**src/rtl/serial_arith_pkg.sv**
```systemverilog
// Shared constants for the bit-serial arithmetic blocks (adder and subtractor).
// The state codes are fixed so that both FSMs decode identically downstream.
package serial_arith_pkg;

    localparam int DEF_WIDTH = 8;

    localparam logic [1:0] IDLE = 2'd0;
    localparam logic [1:0] SUB  = 2'd1;
    localparam logic [1:0] DONE = 2'd2;

    typedef enum logic [1:0] {
        S_IDLE = IDLE,
        S_SUB  = SUB,
        S_DONE = DONE
    } state_t;

endpackage

```
**src/rtl/sub_serial_if.sv**
```systemverilog
// Operand/result bundle of the bit-serial subtractor.
// The master side starts or acknowledges with en; the slave side returns the result.
interface sub_serial_if #(
    parameter int WIDTH = serial_arith_pkg::DEF_WIDTH
);
    logic             en;
    logic [WIDTH-1:0] a;
    logic [WIDTH-1:0] b;
    logic [WIDTH-1:0] out;
    logic             borrow;
    logic             done;

    modport master (
        output en, a, b,
        input  out, borrow, done
    );

    modport slave (
        input  en, a, b,
        output out, borrow, done
    );
endinterface

```
**src/rtl/serial_full_sub.sv**
```systemverilog
// One-bit full subtractor: d = x - y - bin, bout set when the bit underflows.
module serial_full_sub (
    input  logic x,
    input  logic y,
    input  logic bin,
    output logic d,
    output logic bout
);

    assign d    = x ^ y ^ bin;
    assign bout = (~x & y) | (~(x ^ y) & bin);

endmodule

```
**src/rtl/sub_serial.sv**
```systemverilog
// Bit-serial subtractor: out = a - b, LSB first, one bit per clock through a
// single borrow flop. The result and final borrow hold in DONE until en is seen.
module sub_serial
    import serial_arith_pkg::*;
#(
    parameter int WIDTH = DEF_WIDTH,
    parameter int CW    = $clog2(WIDTH)
) (
    input  logic          clk,
    input  logic          rst,
    sub_serial_if.slave   bus
);

    localparam logic [CW-1:0] LAST = CW'(WIDTH - 1);

    generate
        if (WIDTH < 2) begin : g_width_check
            $error("sub_serial: WIDTH must be at least 2");
        end
    endgenerate

    state_t           state;
    state_t           next_state;
    logic [WIDTH-1:0] a_reg;
    logic [WIDTH-1:0] b_reg;
    logic             br;
    logic [CW-1:0]    count;
    logic [WIDTH-1:0] out_reg;
    logic             borrow_reg;

    logic             load;
    logic             shift;
    logic             last;
    logic             diff_bit;
    logic             borrow_bit;

    // Datapath enables decoded straight from the state register; an illegal
    // code asserts neither, so it falls back to IDLE without touching data.
    assign load  = (state == S_IDLE) && bus.en;
    assign shift = (state == S_SUB);
    assign last  = shift && (count == LAST);

    serial_full_sub u_full_sub (
        .x    (a_reg[0]),
        .y    (b_reg[0]),
        .bin  (br),
        .d    (diff_bit),
        .bout (borrow_bit)
    );

    always_ff @(posedge clk or posedge rst) begin
        if (rst) begin
            state <= S_IDLE;
        end else begin
            state <= next_state;
        end
    end

    always_comb begin
        next_state = state;
        case (state)
            S_IDLE:  if (bus.en) next_state = S_SUB;
            S_SUB:   if (count == LAST) next_state = S_DONE;
            S_DONE:  if (bus.en) next_state = S_IDLE;
            default: next_state = S_IDLE;
        endcase
    end

    always_ff @(posedge clk or posedge rst) begin
        if (rst) begin
            a_reg <= '0;
            b_reg <= '0;
        end else if (load) begin
            a_reg <= bus.a;
            b_reg <= bus.b;
        end else if (shift) begin
            a_reg <= a_reg >> 1;
            b_reg <= b_reg >> 1;
        end
    end

    always_ff @(posedge clk or posedge rst) begin
        if (rst) begin
            br <= 1'b0;
        end else if (load) begin
            br <= 1'b0;
        end else if (shift) begin
            br <= borrow_bit;
        end
    end

    always_ff @(posedge clk or posedge rst) begin
        if (rst) begin
            count <= '0;
        end else if (load) begin
            count <= '0;
        end else if (shift) begin
            count <= count + CW'(1);
        end
    end

    // Result enters at the MSB so that after WIDTH shifts bit 0 sits at the LSB.
    always_ff @(posedge clk or posedge rst) begin
        if (rst) begin
            out_reg <= '0;
        end else if (load) begin
            out_reg <= '0;
        end else if (shift) begin
            out_reg <= {diff_bit, out_reg[WIDTH-1:1]};
        end
    end

    always_ff @(posedge clk or posedge rst) begin
        if (rst) begin
            borrow_reg <= 1'b0;
        end else if (load) begin
            borrow_reg <= 1'b0;
        end else if (last) begin
            borrow_reg <= borrow_bit;
        end
    end

    assign bus.out    = out_reg;
    assign bus.borrow = borrow_reg;
    assign bus.done   = (state == S_DONE);

    count_in_range: assert property (@(posedge clk) disable iff (rst)
        (state == S_SUB) |-> (count <= LAST));

    done_holds_result: assert property (@(posedge clk) disable iff (rst)
        (state == S_DONE && !bus.en) |=> ($stable(out_reg) && $stable(borrow_reg)));

endmodule

```
**src/flat_wrapper.sv**
```systemverilog
// flat-port wrapper written by rule: the top's interface ports become plain ports
module sub_serial_flat import serial_arith_pkg::*;
#(
    parameter int WIDTH = DEF_WIDTH,
    parameter int CW    = $clog2(WIDTH)
)
  (clk, rst, bus_en, bus_a, bus_b, bus_out, bus_borrow, bus_done);
  sub_serial_if #(.WIDTH(WIDTH)) bus_i ();
  input  logic clk;
  input  logic rst;
  input wire logic [$bits(bus_i.en)-1:0] bus_en;
  input wire logic [$bits(bus_i.a)-1:0] bus_a;
  input wire logic [$bits(bus_i.b)-1:0] bus_b;
  output wire logic [$bits(bus_i.out)-1:0] bus_out;
  output wire logic [$bits(bus_i.borrow)-1:0] bus_borrow;
  output wire logic [$bits(bus_i.done)-1:0] bus_done;
  assign bus_i.en = bus_en;
  assign bus_i.a = bus_a;
  assign bus_i.b = bus_b;
  assign bus_out = bus_i.out;
  assign bus_borrow = bus_i.borrow;
  assign bus_done = bus_i.done;
  sub_serial #(.WIDTH(WIDTH), .CW(CW)) u_core (.clk(clk), .rst(rst), .bus(bus_i));
endmodule
```
**config.mk**
```make
export PLATFORM = sky130hd
export DESIGN_NAME = sub_serial_flat
export DESIGN_NICKNAME = d
export VERILOG_FILES = /design/src/rtl/serial_arith_pkg.sv /design/src/rtl/sub_serial_if.sv /design/src/rtl/serial_full_sub.sv /design/src/rtl/sub_serial.sv /design/src/flat_wrapper.sv
export SDC_FILE = /design/constraint.sdc
export NUM_CORES = 1
export LEC_CHECK = 0
export CELL_PAD_IN_SITES_DETAIL_PLACEMENT = 1
export CELL_PAD_IN_SITES_GLOBAL_PLACEMENT = 2
export CORE_MARGIN = 2
export CORE_UTILIZATION = 34
export DETAILED_ROUTE_END_ITERATION = 8
export GPL_TIMING_DRIVEN = 0
export PLACE_DENSITY = 0.92
export SKIP_LAST_GASP = 1
export SLEW_MARGIN = 20
export SYNTH_ARGS = -nofsm -noshare
export SYNTH_HDL_FRONTEND = slang
export SYNTH_SLANG_ARGS = --single-unit
```
**constraint.sdc**
```tcl
create_clock -name clk -period 2.55 [get_ports clk]
set_clock_uncertainty 0.15 [all_clocks]
set_input_delay 0.255 -clock clk [delete_from_list [all_inputs] [get_ports clk]]
set_output_delay 0.255 -clock clk [all_outputs]
set_load 0.05 [all_outputs]
```
==> metrics.log <==
INFO  metric status = completed
INFO  metric cp_max_fo = 10
INFO  metric clk_path_buf_depth = 2
INFO  metric slowest_delay = 0.82 ns
INFO  metric globalRouteTotalUtil = 16.9%
INFO  metric clkLatencyLatePin = 0.28 ns
INFO  metric cp_cell_instances = buf_2 -> nor2b_1 -> clkdlybuf4s50_1
INFO  metric die_width = 68.7 um
INFO  metric yosys.cell_types.count = 25
INFO  metric timing.fmax = 440 MHz
INFO  metric netlist_instances = 135
INFO  metric layout-area-overhead-vs-synth = 31.1%
INFO  metric most_heavily_used_metal_layer_in_global_routing = met2
INFO  metric max-slew-margin-rel = 56.1%
INFO  metric cts_htree_levels = 2
INFO  metric top_level_ports = 29
INFO  metric timing.critical_path.buf_inv = 2
INFO  metric hold_path_class = in -> async
INFO  metric tritoncts = built
INFO  metric cts_num_sinks = 31
INFO  metric cap_viol_max_count = 0
INFO  metric cts.repair_timing.setup_buffer_count = 0
INFO  metric grt_remaining_overflow = 0
INFO  metric crit_end_category = primary output
INFO  metric yosys-top-cells-count = 31 x dfrtp_1, 27 x nor3_1, 15 x nor2_1
INFO  metric synth-edff-count = 0
INFO  metric ys_seq_elements = 31
INFO  metric postSynthNetCount = 157
INFO  metric cp_top_family = buffers and inverters
INFO  metric iteration_0_drc_count_of_the_detailed_router = 31
INFO  metric post_cts_hold_buffer_count = 0
INFO  metric rsz0062_at_grt = false
INFO  metric worst_vdd_drop = 0.000336 V
INFO  metric multi_input_comb_area = 567 sq um
INFO  metric post_cts.resized_instances = 0
INFO  metric stdcell_count = 221
INFO  metric dieArea = 4720 sq um
INFO  metric r2r.worst_path.cells = 4
INFO  metric placementRows = 23
INFO  metric timing.critical_path.required = 2.14 ns
INFO  metric path_depth = 3
INFO  metric final_layout_size_suffix_gt1_share = 10.5%
INFO  metric timing.final.crit_share = 89.2%
INFO  metric wl_per_cell = 15.3 um
INFO  metric core_area = 4030 sq um
INFO  metric nFillCells = 460
INFO  metric yosysMostFrequentCell = dfrtp_1
INFO  metric synth.cell_area = 1420 sq um
INFO  metric synth.yosys.warnings = 0
INFO  metric dp_hpwl = 2.42 mm
INFO  metric antenna_violating_nets_post_route = 0
INFO  metric seq_area = 776 sq um
INFO  metric main_synth_ff_type = dfrtp_1
INFO  metric cts_buffers = 5
INFO  metric antenna_cells_inserted = 0
INFO  metric final_hold_viol_count = 0
INFO  metric dpl_worst_slack = 0.573 ns
INFO  metric met2_capacity_usage_during_global_routing = 27.4%
INFO  metric cpMaxStageDelayCell = clkdlybuf4s50_1
INFO  metric port_buffers = 28
INFO  metric number_of_global_route_vias_before_repair = 1177
INFO  metric design.final.nets = 192
INFO  metric dpl.cell_count = 213
INFO  metric fin_ws = 0.277 ns
INFO  metric critical_path_class = reg -> out
INFO  metric leakage = 0.000801 uW
INFO  metric post_synth.cell_area_avg = 10.5 sq um
INFO  metric synth.largest_area_cell = dfrtp_1
INFO  metric async_flop_share = 100%
INFO  metric total_number_of_vias = 1118
INFO  metric worst_slew_pin_slew = 0.657 ns
INFO  metric met3_capacity_usage_during_global_routing = 5.36%
INFO  metric route.detailed.drc = 0
INFO  metric drt_pass_1_iters = 2
INFO  metric routed_wirelength = 3.37 mm
INFO  metric layout_min_cycle_time = 2.27 ns
INFO  metric via_per_inst = 5.06
INFO  metric clock-root-buffer = clkbuf_8
INFO  metric floorplan.initialDensity = 35.3%
INFO  metric powerDensity = 1250 nW/um^2
INFO  metric critical_path.startpoint_type = flop
INFO  metric routabilityCongestion = 0.786
INFO  metric grt_first_pass_wirelength = 5.61 mm
INFO  metric worst-endpoint-arrival = 1.87 ns
INFO  metric antenna_violations_before_repair = 0
INFO  metric post_synth_main_area_contributors = dfrtp_1 54%, nor3_1 9.5%, a22o_1 8.0%
INFO  metric fraction_of_the_yosys_area_taken_by_sequential_cells = 54.5%
INFO  metric gr-usage-met1 = 20.4%
INFO  metric cts.clk_slew.worst_paths = 0.06 ns
INFO  metric setup_total_negative_slack = 0 ns
INFO  metric largest_net_degree_at_the_start_of_global_routing = 32
INFO  metric die_y = 68.7 um
INFO  metric synth_top_area_share = 54.5%
INFO  metric setup_viol = 0
INFO  metric maxSlewViolCount = 0
## cell usage in the layout (no fill, tap or decap), types with 3 or more instances in the layout
cell,count
nand2b_1,3
nor3b_1,13
inv_1,4
buf_2,5
nor2_1,15
nand2_1,3
clkdlybuf4s50_1,28
a22o_1,13
clkbuf_8,7
dfrtp_1,31
clkbuf_1,3
nor3_1,27
## worst reg2reg max path: stages, from the launching register on
cell     delay (ns)
dfrtp_1        0.40
buf_2          0.24
buf_2          0.23
nor3b_1        0.25
nor3_1         0.07
## power breakdown
group          internal (uW)  switching (uW)
combinational            458             603
sequential               712             142
clock                    246             174
total                   1420             919
## kinds of logic (layout without fill, tap and decap cells)
group / after synthesis / in the layout / share of synthesized area, %
buf+inv: 15 / 51 / 5.71
simple gates: 65 / 65 / 24.3
flops: 31 / 31 / 54.5
compound gates: 21 / 21 / 12.4
fa+ha+maj: 3 / 3 / 3.16
## metrics by stage
step	power, uW	utilization [%]	cell area [sq um]	hold slack (ns)
after floorplan	1600	-	1420	0.209
after global placement	1870	43.9	1770	0.323
after detailed placement	1940	43.9	1770	0.335
after CTS	2370	46.3	1870	0.257
after global routing	2510	46.3	1870	0.296
final	2340	46.3	1870	0.241
## routing by layer
layer	up-vias	wire length, um
li1	547	-
met1	543	1530
met2	26	1670
met3	2	150
met4	0	23
met5	-	0
## area by class of cell
type | count | area share, %
Clock buffer | 8 | 5.36
Sequential cell | 31 | 41.6
Tap cell | 50 | 3.35
Multi-Input combinational cell | 89 | 30.4
Timing Repair Buffer | 28 | 15.0
Buffer | 10 | 3.35
Inverter | 5 | 1.01
## worst paths after layout
| check | startpoint | to | slack (ns) |
|---|---|---|---|
| setup / recovery | u_core.state[0]$_DFFE_PP0P_ | bus_done | 0.28 |
| hold / removal | rst | u_core.count[1]$_DFFE_PP0P_ | 0.24 |
| setup reg to reg | u_core.state[0]$_DFFE_PP0P_ | u_core.a_reg[6]$_DFFE_PP0P_ | 1.09 |
| hold reg to reg | u_core.bus.out[0]$_DFFE_PP0P_ | u_core.bus.out[0]$_DFFE_PP0P_ | 0.35 |
| max in group asynchronous | rst | u_core.a_reg[4]$_DFFE_PP0P_ | 1.58 |
| min in group clk | u_core.bus.out[0]$_DFFE_PP0P_ | u_core.bus.out[0]$_DFFE_PP0P_ | 0.35 |
Power figures use the tool's default switching activity.
